### config.mk
export PLATFORM = sky130hd
export DESIGN_NAME = regfile_wb_arbiter_flat
export DESIGN_NICKNAME = d
export VERILOG_FILES = /design/src/rtl/regfile_wb_arbiter_if.sv /design/src/rtl/regfile_wb_arbiter.sv /design/src/flat_wrapper.sv
export SDC_FILE = /design/constraint.sdc
export NUM_CORES = 1
export LEC_CHECK = 0
export CAP_MARGIN = 15
export CELL_PAD_IN_SITES_DETAIL_PLACEMENT = 2
export CELL_PAD_IN_SITES_GLOBAL_PLACEMENT = 2
export CORE_UTILIZATION = 34
export DETAILED_ROUTE_END_ITERATION = 6
export GPL_ROUTABILITY_DRIVEN = 1
export PLACE_DENSITY = 0.78
export SLEW_MARGIN = 25
export SYNTH_ARGS = -nofsm -noshare
export SYNTH_HDL_FRONTEND = slang
export SYNTH_SLANG_ARGS = --single-unit
### constraint.sdc
create_clock -name Clk -period 3.35 [get_ports Clk]
set_clock_uncertainty 0.2 [all_clocks]
set_input_delay 0.5025 -clock Clk [delete_from_list [all_inputs] [get_ports Clk]]
set_output_delay 0.5025 -clock Clk [all_outputs]
set_load 0.05 [all_outputs]
### src/rtl/regfile_wb_arbiter_if.sv
// Writeback arbiter bus bundle.
// Purpose: groups the ALU request, memory-return handshake, register-file
//          write port and occupancy signals of regfile_wb_arbiter.
// Ports (signals):
//   ALU side : AluValid, AluWaddr[3:0], AluData[15:0], AluStFlag -> ; <- AluStall
//   Mem side : MemValid, MemWaddr[3:0], MemData[15:0] -> ; <- MemReady
//   RF side  : <- WriteEn, Waddr[3:0], WrData[15:0], StFlag
//   Status   : <- Pending[1:0]
// Modports: master = requester/observer side, slave = arbiter side.
interface regfile_wb_arbiter_if;
  logic        AluValid;
  logic [3:0]  AluWaddr;
  logic [15:0] AluData;
  logic        AluStFlag;
  logic        AluStall;
  logic        MemValid;
  logic        MemReady;
  logic [3:0]  MemWaddr;
  logic [15:0] MemData;
  logic        WriteEn;
  logic [3:0]  Waddr;
  logic [15:0] WrData;
  logic        StFlag;
  logic [1:0]  Pending;

  modport master (
    output AluValid, AluWaddr, AluData, AluStFlag,
    output MemValid, MemWaddr, MemData,
    input  AluStall, MemReady,
    input  WriteEn, Waddr, WrData, StFlag, Pending
  );

  modport slave (
    input  AluValid, AluWaddr, AluData, AluStFlag,
    input  MemValid, MemWaddr, MemData,
    output AluStall, MemReady,
    output WriteEn, Waddr, WrData, StFlag, Pending
  );
endinterface

### src/rtl/regfile_wb_arbiter.sv
// Register-file writeback arbiter.
// Purpose: merges ALU results and memory load returns onto one register-file
//          write port. Memory returns that lose arbitration wait in a small
//          FIFO; a starvation counter and a read-after-write hazard check keep
//          buffered loads from being overtaken indefinitely or out of order.
// Ports:
//   Clk      - clock, all state on posedge
//   Reset_n  - asynchronous active-low reset
//   bus      - regfile_wb_arbiter_if.slave (ALU request, mem handshake,
//              registered RF write port, Pending occupancy)
module regfile_wb_arbiter #(
  parameter int unsigned QDEPTH     = 2,
  parameter int unsigned STARVE_LIM = 3
) (
  input  logic                  Clk,
  input  logic                  Reset_n,
  regfile_wb_arbiter_if.slave   bus
);

  localparam int unsigned CNT_W = $clog2(QDEPTH + 1);
  localparam int unsigned PTR_W = (QDEPTH > 1) ? $clog2(QDEPTH) : 1;
  localparam int unsigned SC_W  = (STARVE_LIM > 0) ? $clog2(STARVE_LIM + 1) : 1;

  // Buffer storage and bookkeeping
  logic [3:0]       r_buf_addr [QDEPTH];
  logic [15:0]      r_buf_data [QDEPTH];
  logic [QDEPTH-1:0] r_valid;
  logic [PTR_W-1:0] r_rd_ptr;
  logic [PTR_W-1:0] r_wr_ptr;
  logic [CNT_W-1:0] r_count;
  logic [SC_W-1:0]  r_starve;

  // Registered write port
  logic        r_we;
  logic [3:0]  r_waddr;
  logic [15:0] r_wdata;
  logic        r_stf;

  logic        w_mem_ready;
  logic        w_mem_acc;
  logic        w_hazard;
  logic        w_alu_stall;
  logic        w_alu_win;
  logic        w_pop;
  logic        w_bypass;
  logic        w_push;
  logic        w_buf_empty;
  logic        w_we_nxt;
  logic [3:0]  w_waddr_nxt;
  logic [15:0] w_wdata_nxt;
  logic        w_stf_nxt;

  assign w_buf_empty = (r_count == '0);
  // Ready comes from registered occupancy only, so a full buffer stays
  // not-ready even on a cycle where it pops.
  assign w_mem_ready = (r_count < CNT_W'(QDEPTH));
  assign w_mem_acc   = bus.MemValid & w_mem_ready;

  // ALU may not overtake a buffered load to the same register.
  always_comb begin
    w_hazard = 1'b0;
    for (int i = 0; i < QDEPTH; i++) begin
      if (r_valid[i] && (r_buf_addr[i] == bus.AluWaddr)) w_hazard = 1'b1;
    end
  end

  assign w_alu_stall = bus.AluValid & ((r_starve == SC_W'(STARVE_LIM)) | w_hazard);
  assign w_alu_win   = bus.AluValid & ~w_alu_stall;
  assign w_pop       = ~w_alu_win & ~w_buf_empty;
  assign w_bypass    = ~w_alu_win & w_buf_empty & w_mem_acc;
  assign w_push      = w_mem_acc & ~w_bypass;

  // Winner select; with no winner the address/data hold.
  always_comb begin
    w_we_nxt    = 1'b0;
    w_waddr_nxt = r_waddr;
    w_wdata_nxt = r_wdata;
    w_stf_nxt   = 1'b0;
    if (w_alu_win) begin
      w_we_nxt    = 1'b1;
      w_waddr_nxt = bus.AluWaddr;
      w_wdata_nxt = bus.AluData;
      w_stf_nxt   = bus.AluStFlag;
    end else if (w_pop) begin
      w_we_nxt    = 1'b1;
      w_waddr_nxt = r_buf_addr[r_rd_ptr];
      w_wdata_nxt = r_buf_data[r_rd_ptr];
    end else if (w_bypass) begin
      w_we_nxt    = 1'b1;
      w_waddr_nxt = bus.MemWaddr;
      w_wdata_nxt = bus.MemData;
    end
  end

  // Output register
  always_ff @(posedge Clk or negedge Reset_n) begin
    if (!Reset_n) begin
      r_we    <= 1'b0;
      r_waddr <= '0;
      r_wdata <= '0;
      r_stf   <= 1'b0;
    end else begin
      r_we    <= w_we_nxt;
      r_waddr <= w_waddr_nxt;
      r_wdata <= w_wdata_nxt;
      r_stf   <= w_stf_nxt;
    end
  end

  // FIFO payload storage; validity is tracked separately so no reset needed.
  always_ff @(posedge Clk) begin
    if (w_push) begin
      r_buf_addr[r_wr_ptr] <= bus.MemWaddr;
      r_buf_data[r_wr_ptr] <= bus.MemData;
    end
  end

  // FIFO pointers, occupancy and per-entry valid bits
  always_ff @(posedge Clk or negedge Reset_n) begin
    if (!Reset_n) begin
      r_rd_ptr <= '0;
      r_wr_ptr <= '0;
      r_count  <= '0;
      r_valid  <= '0;
    end else begin
      if (w_push) begin
        r_valid[r_wr_ptr] <= 1'b1;
        r_wr_ptr <= (r_wr_ptr == PTR_W'(QDEPTH - 1)) ? '0 : r_wr_ptr + PTR_W'(1);
      end
      if (w_pop) begin
        r_valid[r_rd_ptr] <= 1'b0;
        r_rd_ptr <= (r_rd_ptr == PTR_W'(QDEPTH - 1)) ? '0 : r_rd_ptr + PTR_W'(1);
      end
      case ({w_push, w_pop})
        2'b10:   r_count <= r_count + CNT_W'(1);
        2'b01:   r_count <= r_count - CNT_W'(1);
        default: r_count <= r_count;
      endcase
    end
  end

  // Starvation counter: counts ALU wins made while loads are waiting.
  always_ff @(posedge Clk or negedge Reset_n) begin
    if (!Reset_n) begin
      r_starve <= '0;
    end else if (w_pop || w_buf_empty) begin
      r_starve <= '0;
    end else if (w_alu_win && (r_starve != SC_W'(STARVE_LIM))) begin
      r_starve <= r_starve + SC_W'(1);
    end
  end

  assign bus.AluStall = w_alu_stall;
  assign bus.MemReady = w_mem_ready;
  assign bus.WriteEn  = r_we;
  assign bus.Waddr    = r_waddr;
  assign bus.WrData   = r_wdata;
  assign bus.StFlag   = r_stf;
  assign bus.Pending  = 2'(r_count);

endmodule
### src/flat_wrapper.sv
// flat-port wrapper written by rule: the top's interface ports become plain ports
module regfile_wb_arbiter_flat 
#(
  parameter int unsigned QDEPTH     = 2,
  parameter int unsigned STARVE_LIM = 3
)
  (Clk, Reset_n, bus_AluValid, bus_AluWaddr, bus_AluData, bus_AluStFlag, bus_MemValid, bus_MemWaddr, bus_MemData, bus_AluStall, bus_MemReady, bus_WriteEn, bus_Waddr, bus_WrData, bus_StFlag, bus_Pending);
  regfile_wb_arbiter_if bus_i ();
  input  logic Clk;
  input  logic Reset_n;
  input wire logic [$bits(bus_i.AluValid)-1:0] bus_AluValid;
  input wire logic [$bits(bus_i.AluWaddr)-1:0] bus_AluWaddr;
  input wire logic [$bits(bus_i.AluData)-1:0] bus_AluData;
  input wire logic [$bits(bus_i.AluStFlag)-1:0] bus_AluStFlag;
  input wire logic [$bits(bus_i.MemValid)-1:0] bus_MemValid;
  input wire logic [$bits(bus_i.MemWaddr)-1:0] bus_MemWaddr;
  input wire logic [$bits(bus_i.MemData)-1:0] bus_MemData;
  output wire logic [$bits(bus_i.AluStall)-1:0] bus_AluStall;
  output wire logic [$bits(bus_i.MemReady)-1:0] bus_MemReady;
  output wire logic [$bits(bus_i.WriteEn)-1:0] bus_WriteEn;
  output wire logic [$bits(bus_i.Waddr)-1:0] bus_Waddr;
  output wire logic [$bits(bus_i.WrData)-1:0] bus_WrData;
  output wire logic [$bits(bus_i.StFlag)-1:0] bus_StFlag;
  output wire logic [$bits(bus_i.Pending)-1:0] bus_Pending;
  assign bus_i.AluValid = bus_AluValid;
  assign bus_i.AluWaddr = bus_AluWaddr;
  assign bus_i.AluData = bus_AluData;
  assign bus_i.AluStFlag = bus_AluStFlag;
  assign bus_i.MemValid = bus_MemValid;
  assign bus_i.MemWaddr = bus_MemWaddr;
  assign bus_i.MemData = bus_MemData;
  assign bus_AluStall = bus_i.AluStall;
  assign bus_MemReady = bus_i.MemReady;
  assign bus_WriteEn = bus_i.WriteEn;
  assign bus_Waddr = bus_i.Waddr;
  assign bus_WrData = bus_i.WrData;
  assign bus_StFlag = bus_i.StFlag;
  assign bus_Pending = bus_i.Pending;
  regfile_wb_arbiter #(.QDEPTH(QDEPTH), .STARVE_LIM(STARVE_LIM)) u_core (.Clk(Clk), .Reset_n(Reset_n), .bus(bus_i));
endmodule
# --- Word-level counts from Yosys, hierarchy flattened ---
# Memories as Yosys holds them, arrays and structs flattened.
# Index checks and enable logic that the tools add are counted.
# W data, S select, Z words.
totals:
  reg_bits: 30
  mem_bits_rw: 40
  input_bits: 45
  out_inout_bits: 26
  word_cells: 77
  memories: 2
mem_list:
  columns: ["memory", "words", "width", "read_ports", "rd_ports_with_merged_regs", "write_ports", "line_no", "rtl"]
  rows:
  - ["u_core.r_buf_data", 2, 16, 1, 0, 1, "regfile_wb_arbiter.sv:26", "logic [15:0] r_buf_data [QDEPTH];"]
  - ["u_core.r_buf_addr", 2, 4, 3, 0, 1, "regfile_wb_arbiter.sv:25", "logic [3:0] r_buf_addr [QDEPTH];"]
op_classes:
  addsub: 5
  order_cmp: 5
  eq_ne: 6
  n_mux: 25
  bitwise_logic: 15
  n_reduce_logical: 10
op_table:
  columns: ["cell", "n"]
  rows:
  - ["$mux W16", 3]
  - ["$mux W1", 12]
  - ["$mux W4", 3]
  - ["$eq A4 B4 Y1", 2]
  - ["$mux W2", 4]
  - ["$and A1 B1 Y1", 7]
  - ["$logic_and A1 B1 Y1", 5]
  - ["$add A2 B1 Y2 const B", 2]
  - ["$eq A2 B2 Y1 const B", 2]
  - ["$lt A1 B2 Y1 const B", 2]
  - ["$not A1 Y1", 4]
  - ["$pmux W2 S2", 1]
  - ["$reduce_bool A2 Y1", 2]
  - ["$reduce_bool A3 Y1", 1]
  - ["$add A1 B1 Y1 const B", 2]
  - ["$and A2 B2 Y2", 1]
  - ["$demux W1 S1", 2]
  - ["$eq A2 B1 Y1 const B", 1]
  - ["$ge A1 B1 Y1 const B", 2]
  - ["$logic_not A2 Y1", 1]
  - ["$lt A2 B2 Y1 const B", 1]
  - ["$ne A2 B2 Y1 const B", 1]
  - ["$not A2 Y2", 1]
  - ["$or A2 B2 Y2", 1]
  - ["3 further kinds", 3]

# --- Depth between registers and ports, before layout ---
# Gate-level depths: netlist of the first run.
logic_depth:
  word_depth: 16
  mapped_depth: 11
  mapped_depth_nobuf: 9

# --- Least setup slack after synthesis of the first run ---
# No wires, ideal clock.
synth_path:
  kind: "register to register"
  startpoint: "reg u_core.r_count[1] (netlist: u_core.bus.Pending[1])"
  endpoint: "mem u_core.r_buf_addr[0][0], enable pin"
  setup_ps: 422
  arrival_ps: 2677
  required_time_ps: 2728
  slack_ps: 50
  path_stages_with_launch: 4
  n_path_buf: 0
  period_less_slack_ps: 3300
  cell_sequence: "dfrtp_1 > inv_1 > nand2_1 > nor3_1"
synth_via:
  elab_chain_cells: 7
  word_cells_on_any_way: 9
  classes_between: "order compare: 1; mux: 2; bitwise: 5; reduce/logical: 1"
synth_rtl:
  columns: ["item", "line_no", "rtl"]
  rows:
  - ["start, declared", "regfile_wb_arbiter.sv:30", "logic [CNT_W-1:0] r_count;"]
  - ["start signal, assigned", "regfile_wb_arbiter.sv:135", "2'b10: r_count <= r_count + CNT_W'(1);"]
  - ["start signal, assigned", "regfile_wb_arbiter.sv:136", "2'b01: r_count <= r_count - CNT_W'(1);"]
  - ["start signal, assigned", "regfile_wb_arbiter.sv:137", "default: r_count <= r_count;"]
  - ["$lt A2 B2 Y1 *", "regfile_wb_arbiter.sv:56", "assign w_mem_ready = (r_count < CNT_W'(QDEPTH));"]
  - ["named net bus_MemReady", "flat_wrapper.sv:19", "output wire logic [$bits(bus_i.MemReady)-1:0] bus_MemReady;"]
  - ["$and A1 B1 Y1 *", "regfile_wb_arbiter.sv:57", "assign w_mem_acc = bus.MemValid & w_mem_ready;"]
  - ["$and A1 B1 Y1", "regfile_wb_arbiter.sv:70", "assign w_bypass = ~w_alu_win & w_buf_empty & w_mem_acc;"]
  - ["$not A1 Y1", "regfile_wb_arbiter.sv:71", "assign w_push = w_mem_acc & ~w_bypass;"]
  - ["$and A1 B1 Y1 *", "regfile_wb_arbiter.sv:71", null]
  - ["$mux W1 *", "regfile_wb_arbiter.sv:112", "if (w_push) begin"]
  - ["$mux W1 (not written as such) *", "regfile_wb_arbiter.sv:113", "r_buf_addr[r_wr_ptr] <= bus.MemWaddr;"]
  - ["end, declared", "regfile_wb_arbiter.sv:25", null]
# The timed path passes the listed nets; every way through them passes the cells marked *.

# --- Worst setup path after layout of the first run ---
layout_path:
  startpoint: "in bus_AluWaddr[1]"
  endpoint: "out bus_AluStall"
layout_via:
  elab_chain_cells: 6
  word_cells_on_any_way: 8
  classes_between: "eq/ne: 2; mux: 2; bitwise: 2; reduce/logical: 2"
layout_rtl:
  columns: ["item", "line_no", "rtl"]
  rows:
  - ["start, declared", "flat_wrapper.sv:12", "input wire logic [$bits(bus_i.AluWaddr)-1:0] bus_AluWaddr;"]
  - ["$eq A4 B4 Y1", "regfile_wb_arbiter.sv:63", "if (r_valid[i] && (r_buf_addr[i] == bus.AluWaddr)) w_hazard = 1'b1;"]
  - ["$logic_and A1 B1 Y1", "regfile_wb_arbiter.sv:63", null]
  - ["$mux W1", "regfile_wb_arbiter.sv:63", null]
  - ["$mux W1 *", "regfile_wb_arbiter.sv:63", null]
  - ["$or A1 B1 Y1 *", "regfile_wb_arbiter.sv:67", "assign w_alu_stall = bus.AluValid & ((r_starve == SC_W'(STARVE_LIM)) | w_hazard);"]
  - ["$and A1 B1 Y1 *", "regfile_wb_arbiter.sv:67", null]
  - ["end, declared", "flat_wrapper.sv:18", "output wire logic [$bits(bus_i.AluStall)-1:0] bus_AluStall;"]
# Every way passes the cells marked *; elsewhere a longest branch is shown, timed or not.

==> results of run 1 <==
## path summary, 6_finish.rpt
kind	cells past startpoint	slack (ns)	to
min	1	0.03	u_core.bus.WriteEn
min in group Clk	1	0.27	u_core.r_starve[0]
max	6	0.52	bus_AluStall
min reg2reg	1	0.27	u_core.r_starve[0]
max in group asynchronous	1	2.37	u_core.r_rd_ptr
max reg2reg	8	0.95	u_core.bus.Pending[1]
## cell usage in the layout, fill, tap and decap left out, drive strengths merged
cell           synthesis  final
xor2                   5      5
clkbuf                 8     10
nor3                   5      5
edfxtp                40     40
a21oi                 25     25
and2                   1      1
nor2b                 21     21
bufinv                 0      2
nand4                  2      2
nor3b                  1      1
a22oi                  1      1
nor2                   4      4
or2                    1      1
nand2b                 1      1
nand2                  1      1
a31oi                  1      1
and3                   2      2
mux2                  20     20
inv                    4      4
a41oi                  1      1
clkinv                 0      4
o311ai                 1      1
o21ai                  1      1
xnor2                  7      7
ha                     2      2
clkdlybuf4s50          0     68
mux2i                 20     20
buf                    6     12
a211oi                22     22
dfrtp                 30     30
## metal layers
| layer | routed length [um] | track usage | vias to the layer above |
|---|---|---|---|
| li1 | - | - | 1022 |
| met1 | 3630 | 0.226 | 1141 |
| met2 | 4300 | 0.308 | 48 |
| met3 | 220 | 0.0408 | 7 |
| met4 | 76 | 0.0475 | 0 |
| met5 | 0 | 0 | - |
## logic make-up after synthesis
logic type	Yosys count	share of synthesized area
simple gates	39	0.0735
buf+inv	18	0.0289
xor+xnor	12	0.0323
fa+ha+maj	2	0.00770
mux	40	0.149
compound gates	52	0.107
flops	70	0.601
## critical path, stage by stage
cell and delay [ns]:
clkdlybuf4s50_1 0.49, xor2_1 0.22, nor3_2 0.28, a31oi_4 0.18, a21oi_1 0.28, buf_12 0.18
## per-stage QoR
step | instance area (um^2) | hold WS (ns) | instances | utilization | power (mW)
2_1_floorplan | 3250 | 0.00691 | 233 | - | 2.61
3_3_place_gp | 4120 | 0.252 | 428 | 0.446 | 3.19
3_5_place_dp | 4120 | 0.251 | 428 | 0.446 | 3.25
4_1_cts | 4340 | 0.0453 | 444 | 0.469 | 4.02
5_1_grt | 4340 | 0.0757 | 444 | 0.469 | 4.17
6_report | 4340 | 0.0345 | 444 | 0.469 | 3.96
## cell type report
cell class,count,area [um^2],share of cell area
clock buffers,10,128,0.0294
clock inverters,6,86.3,0.0199
inverters,4,15.0,0.00346
multi-input cells,145,1210,0.280
flip-flops and latches,70,1950,0.450
well taps,129,161,0.0372
repair buffers,80,781,0.180
## registers in the layout, summed over array words and instances (netlist names), 2 cells and up
name	count
u_core.bus.Pending	2
u_core.bus.Waddr	4
u_core.bus.WrData	16
u_core.r_buf_addr	8
u_core.r_buf_data	32
u_core.r_starve	2
u_core.r_valid	2
## report_power, final
| part | switching [mW] | total (mW) | internal, mW |
|---|---|---|---|
| clock network | 0.325 | 0.743 | 0.418 |
| registers | 0.203 | 1.38 | 1.18 |
| logic | 1.08 | 1.84 | 0.753 |
| total | 1.61 | 3.96 | 2.35 |
## synthesized netlist by cell type
cell type / count / share of area
inv_1: 4 / 0.0046
xnor2_1: 7 / 0.019
buf_2: 3 / 0.0046
or2_1: 1 / 0.0019
nand2b_1: 1 / 0.0019
nor3_2: 1 / 0.0031
edfxtp_1: 40 / 0.37
xor2_1: 5 / 0.013
nor2_1: 4 / 0.0046
o21ai_1: 1 / 0.0015
a31oi_4: 1 / 0.0065
mux2_1: 4 / 0.014
nor3_1: 4 / 0.0062
nor3b_2: 1 / 0.0038
o311ai_1: 1 / 0.0027
mux2i_1: 20 / 0.062
buf_6: 3 / 0.010
nor2b_1: 21 / 0.040
a21oi_1: 25 / 0.039
ha_1: 2 / 0.0077
mux2_4: 16 / 0.074
nand4_1: 2 / 0.0038
dfrtp_1: 30 / 0.23
and2_4: 1 / 0.0027
a211oi_1: 22 / 0.051
a41oi_2: 1 / 0.0050
and3_1: 2 / 0.0038
clkbuf_1: 8 / 0.0092
a22oi_1: 1 / 0.0023
nand2_1: 1 / 0.0012
==> results.cfg, run 1 <==
[clocking]
cts_max_path_buffers = 2
post_cts_buffers = 0
cts-root-buf = clkbuf_8
htree_levels = 3
hold_buffers = 0
cts_resized = 0
numCtsBuffers = 9
cts.clk_slew.worst_paths_ns = 0.08
cts_tree = yes
cts.sinks = 70
worstSkewPairLatency_ns = 0.35

[final_layout]
antenna_cells = 0
syn2layout_area_growth_pct = 33.5
layout-drive-gt1-share = 0.159
final_net_count = 357
nFillCells = 891

[floorplan]
io_pins = 71
die_w_um = 99.8
start_util = 0.352
dieArea_um2 = 9950
coreArea_um2 = 9240
rows = 35
die_h_um = 99.8

[place]
dp_slack_ns = 0.244
portBuffers = 70
dpl.hpwl_mm = 5.76
gp_congestion = 0.727

[timing]
finalHoldViolCount = 0
min_period_ns = 2.83
drv_slew = 0
period_share = 0.845
tightest_slew_ns = 0.788
setup_violations = 0
fin_ws_ns = 0.521
clock.fmax_mhz = 353
final.setup.tns_ns = 0
relSlewSlack = 0.474
grt_setup_unrepaired = false

[synth]
syn-mean-instance-area_um2 = 13.9
synth_seq_cells = 70
synth_area_um2 = 3250
postSynthCellCount = 233
synth_cell_type_count = 30
ys_seq_area_frac = 0.601
yosysWarnings = 0
synthesis.nets = 280

[detailed_routing]
avgRoutedWirePerCell_um = 18.5
via_count = 2218
wl_mm = 8.22
viasPerCell = 5.00
route.detailed.drc = 0
drt_iter0_markers = 108
first_pass_iters = 4
final_antenna_net_count = 0

[critical_path]
worstSetupPathType = input port to output port
crit_path_start = bus_AluWaddr[1]
cp.arrival_ns = 2.13
r2r_start = u_core.r_buf_addr[1][1]
cp-start-kind = input port
cp-end-kind = output port
required_ns = 2.65
crit_fanout = 8

[power]
leakage_nw = 1.64
p_per_area_nw_per_um2 = 913
ir_drop_mv = 0.341

[global_routing]
gr-total-overflow = 0
antenna_found_initial = 0
grt_pass1_wl_mm = 13.2
grt_usage = 0.179
grt_pass1_vias = 2419
grt_max_degree = 31

[outcome]
status = finished clean

[worst_hold_path]
hold_path.class = input port to async pin

[run]
drv_cap = 0
Power figures use the tool's default switching activity.
==> run 2: changes to the inputs <==
==> constraint.sdc (replaced) <==
create_clock -name Clk -period 2.9 [get_ports Clk]
set_clock_uncertainty 0.2 [all_clocks]
set_input_delay 0.435 -clock Clk [delete_from_list [all_inputs] [get_ports Clk]]
set_output_delay 0.435 -clock Clk [all_outputs]
set_load 0.05 [all_outputs]
==> results.cfg, run 2 (synthesis results as in run 1) <==
[clocking]
numCtsBuffers = 9
htree_levels = 3
cts_tree = yes
hold_buffers = 1
cts-root-buf = clkbuf_8
cts.clk_slew.worst_paths_ns = 0.07
cts.sinks = 70
cts_max_path_buffers = 2
post_cts_buffers = 0
worstSkewPairLatency_ns = 0.34
cts_resized = 0

[timing]
period_share = 0.926
min_period_ns = 2.68
setup_violations = 0
tightest_slew_ns = 0.775
clock.fmax_mhz = 372
relSlewSlack = 0.484
hold_ws_ns = 0.285
finalHoldViolCount = 0
drv_slew = 0
grt_setup_unrepaired = false

[global_routing]
grt_max_degree = 31
gr-total-overflow = 0
antenna_found_initial = 0
met3_usage = 0.0436
met2_usage = 0.347
use_met1 = 0.227
grt_pass1_wl_mm = 14.3
grt_pass1_vias = 2657
grt_usage = 0.194
grt-busiest-layer = met2

[power]
total_power_mw = 4.74
leakage_nw = 1.68
ir_drop_mv = 0.567
p_per_area_nw_per_um2 = 1070

[place]
portBuffers = 70
dpl.hpwl_mm = 6.04
placedCellCount = 430
gp_congestion = 0.802

[final_layout]
final_util = 0.477
top_register = u_core.r_buf_data
ff_latch_area_um2 = 1950
nFillCells = 887
largest_reg_flops = 32
layout-drive-gt1-share = 0.164
antenna_cells = 0
mostFrequentLayoutCells = clkdlybuf4s50_1, edfxtp_1, dfrtp_1
final_common_cell = clkdlybuf4s50_1
final_net_count = 360
syn2layout_area_growth_pct = 35.7
fin_cells = 446
multi_input_area_um2 = 1210

[detailed_routing]
route.detailed.drc = 0
final_antenna_net_count = 0
drt_iter0_markers = 42
via_count = 2249
first_pass_iters = 4
viasPerCell = 5.04
avgRoutedWirePerCell_um = 19.9
wl_mm = 8.90

[critical_path]
r2r_start = u_core.r_buf_addr[1][3]
cp_cell_sequence = clkdlybuf4s50_1 -> xor2_1 -> nor3_2 -> a31oi_4 -> a21oi_1 -> buf_12
required_ns = 2.27
cp-start-kind = input port
cp.arrival_ns = 2.05
slowest_stage = clkdlybuf4s50_1
cpPeakStageDelay_ns = 0.47
crit_path_start = bus_AluWaddr[1]
crit_fanout = 8
worstSetupPathType = input port to output port
cp-end-kind = output port

[run]
drv_cap = 0

[floorplan]
die_w_um = 99.8
start_util = 0.352
die_h_um = 99.8
io_pins = 71
dieArea_um2 = 9950
rows = 35
coreArea_um2 = 9240

[worst_hold_path]
hold_path.class = flip-flop to flip-flop
min-delay-start = u_core.r_starve[0]

[outcome]
status = finished clean
-- run 2: final timing paths --
check	slack, ns	to	cells after the start
worst min register to register	0.28	u_core.r_starve[0]	1
min in group asynchronous	0.50	u_core.bus.Pending[1]	2
worst max-delay path	0.22	bus_AluStall	6
worst min-delay path	0.28	u_core.r_starve[0]	1
max in group asynchronous	1.49	u_core.bus.WrData[12]	2
worst max register to register	0.60	u_core.r_buf_data[1][11]	6
-- run 2: final cells by class --
cell class	count	area share
clock buffers	9	0.0281
clock inverters	6	0.0253
inverters	4	0.00341
multi-input cells	145	0.275
flip-flops and latches	70	0.443
well taps	129	0.0366
repair buffers	83	0.188
-- run 2: per-layer routing --
| layer | vias up | part of all wire |
|---|---|---|
| li1 | 1028 | - |
| met1 | 1155 | 0.42 |
| met2 | 58 | 0.54 |
| met3 | 8 | 0.033 |
| met4 | 0 | 0.012 |
| met5 | - | 0 |
-- run 2: critical path, delay by kind of cell --
kind                      cells  cell delay (ns)
buffers and inverters         2             0.65
AOI/OAI and AO/OA             2             0.48
and+or+nand+nor               1             0.26
xor gates and xnor gates      1             0.21
-- run 2: power by group --
part | leakage (nW) | switching [mW] | total (mW) | internal, mW
combinational | 0.842 | 1.31 | 2.21 | 0.903
clock | 0.115 | 0.382 | 0.949 | 0.567
sequential | 0.718 | 0.211 | 1.57 | 1.36
-- run 2: through the flow --
stage | area (um^2) | worst slack [ns] | setup TNS, ns
after floorplan | 3250 | -0.400 | -15.99
after global placement | 4160 | 0.187 | 0
after detailed placement | 4160 | 0.0832 | 0
after CTS | 4410 | 0.200 | 0
after global routing | 4410 | 0.141 | 0
final | 4410 | 0.215 | 0
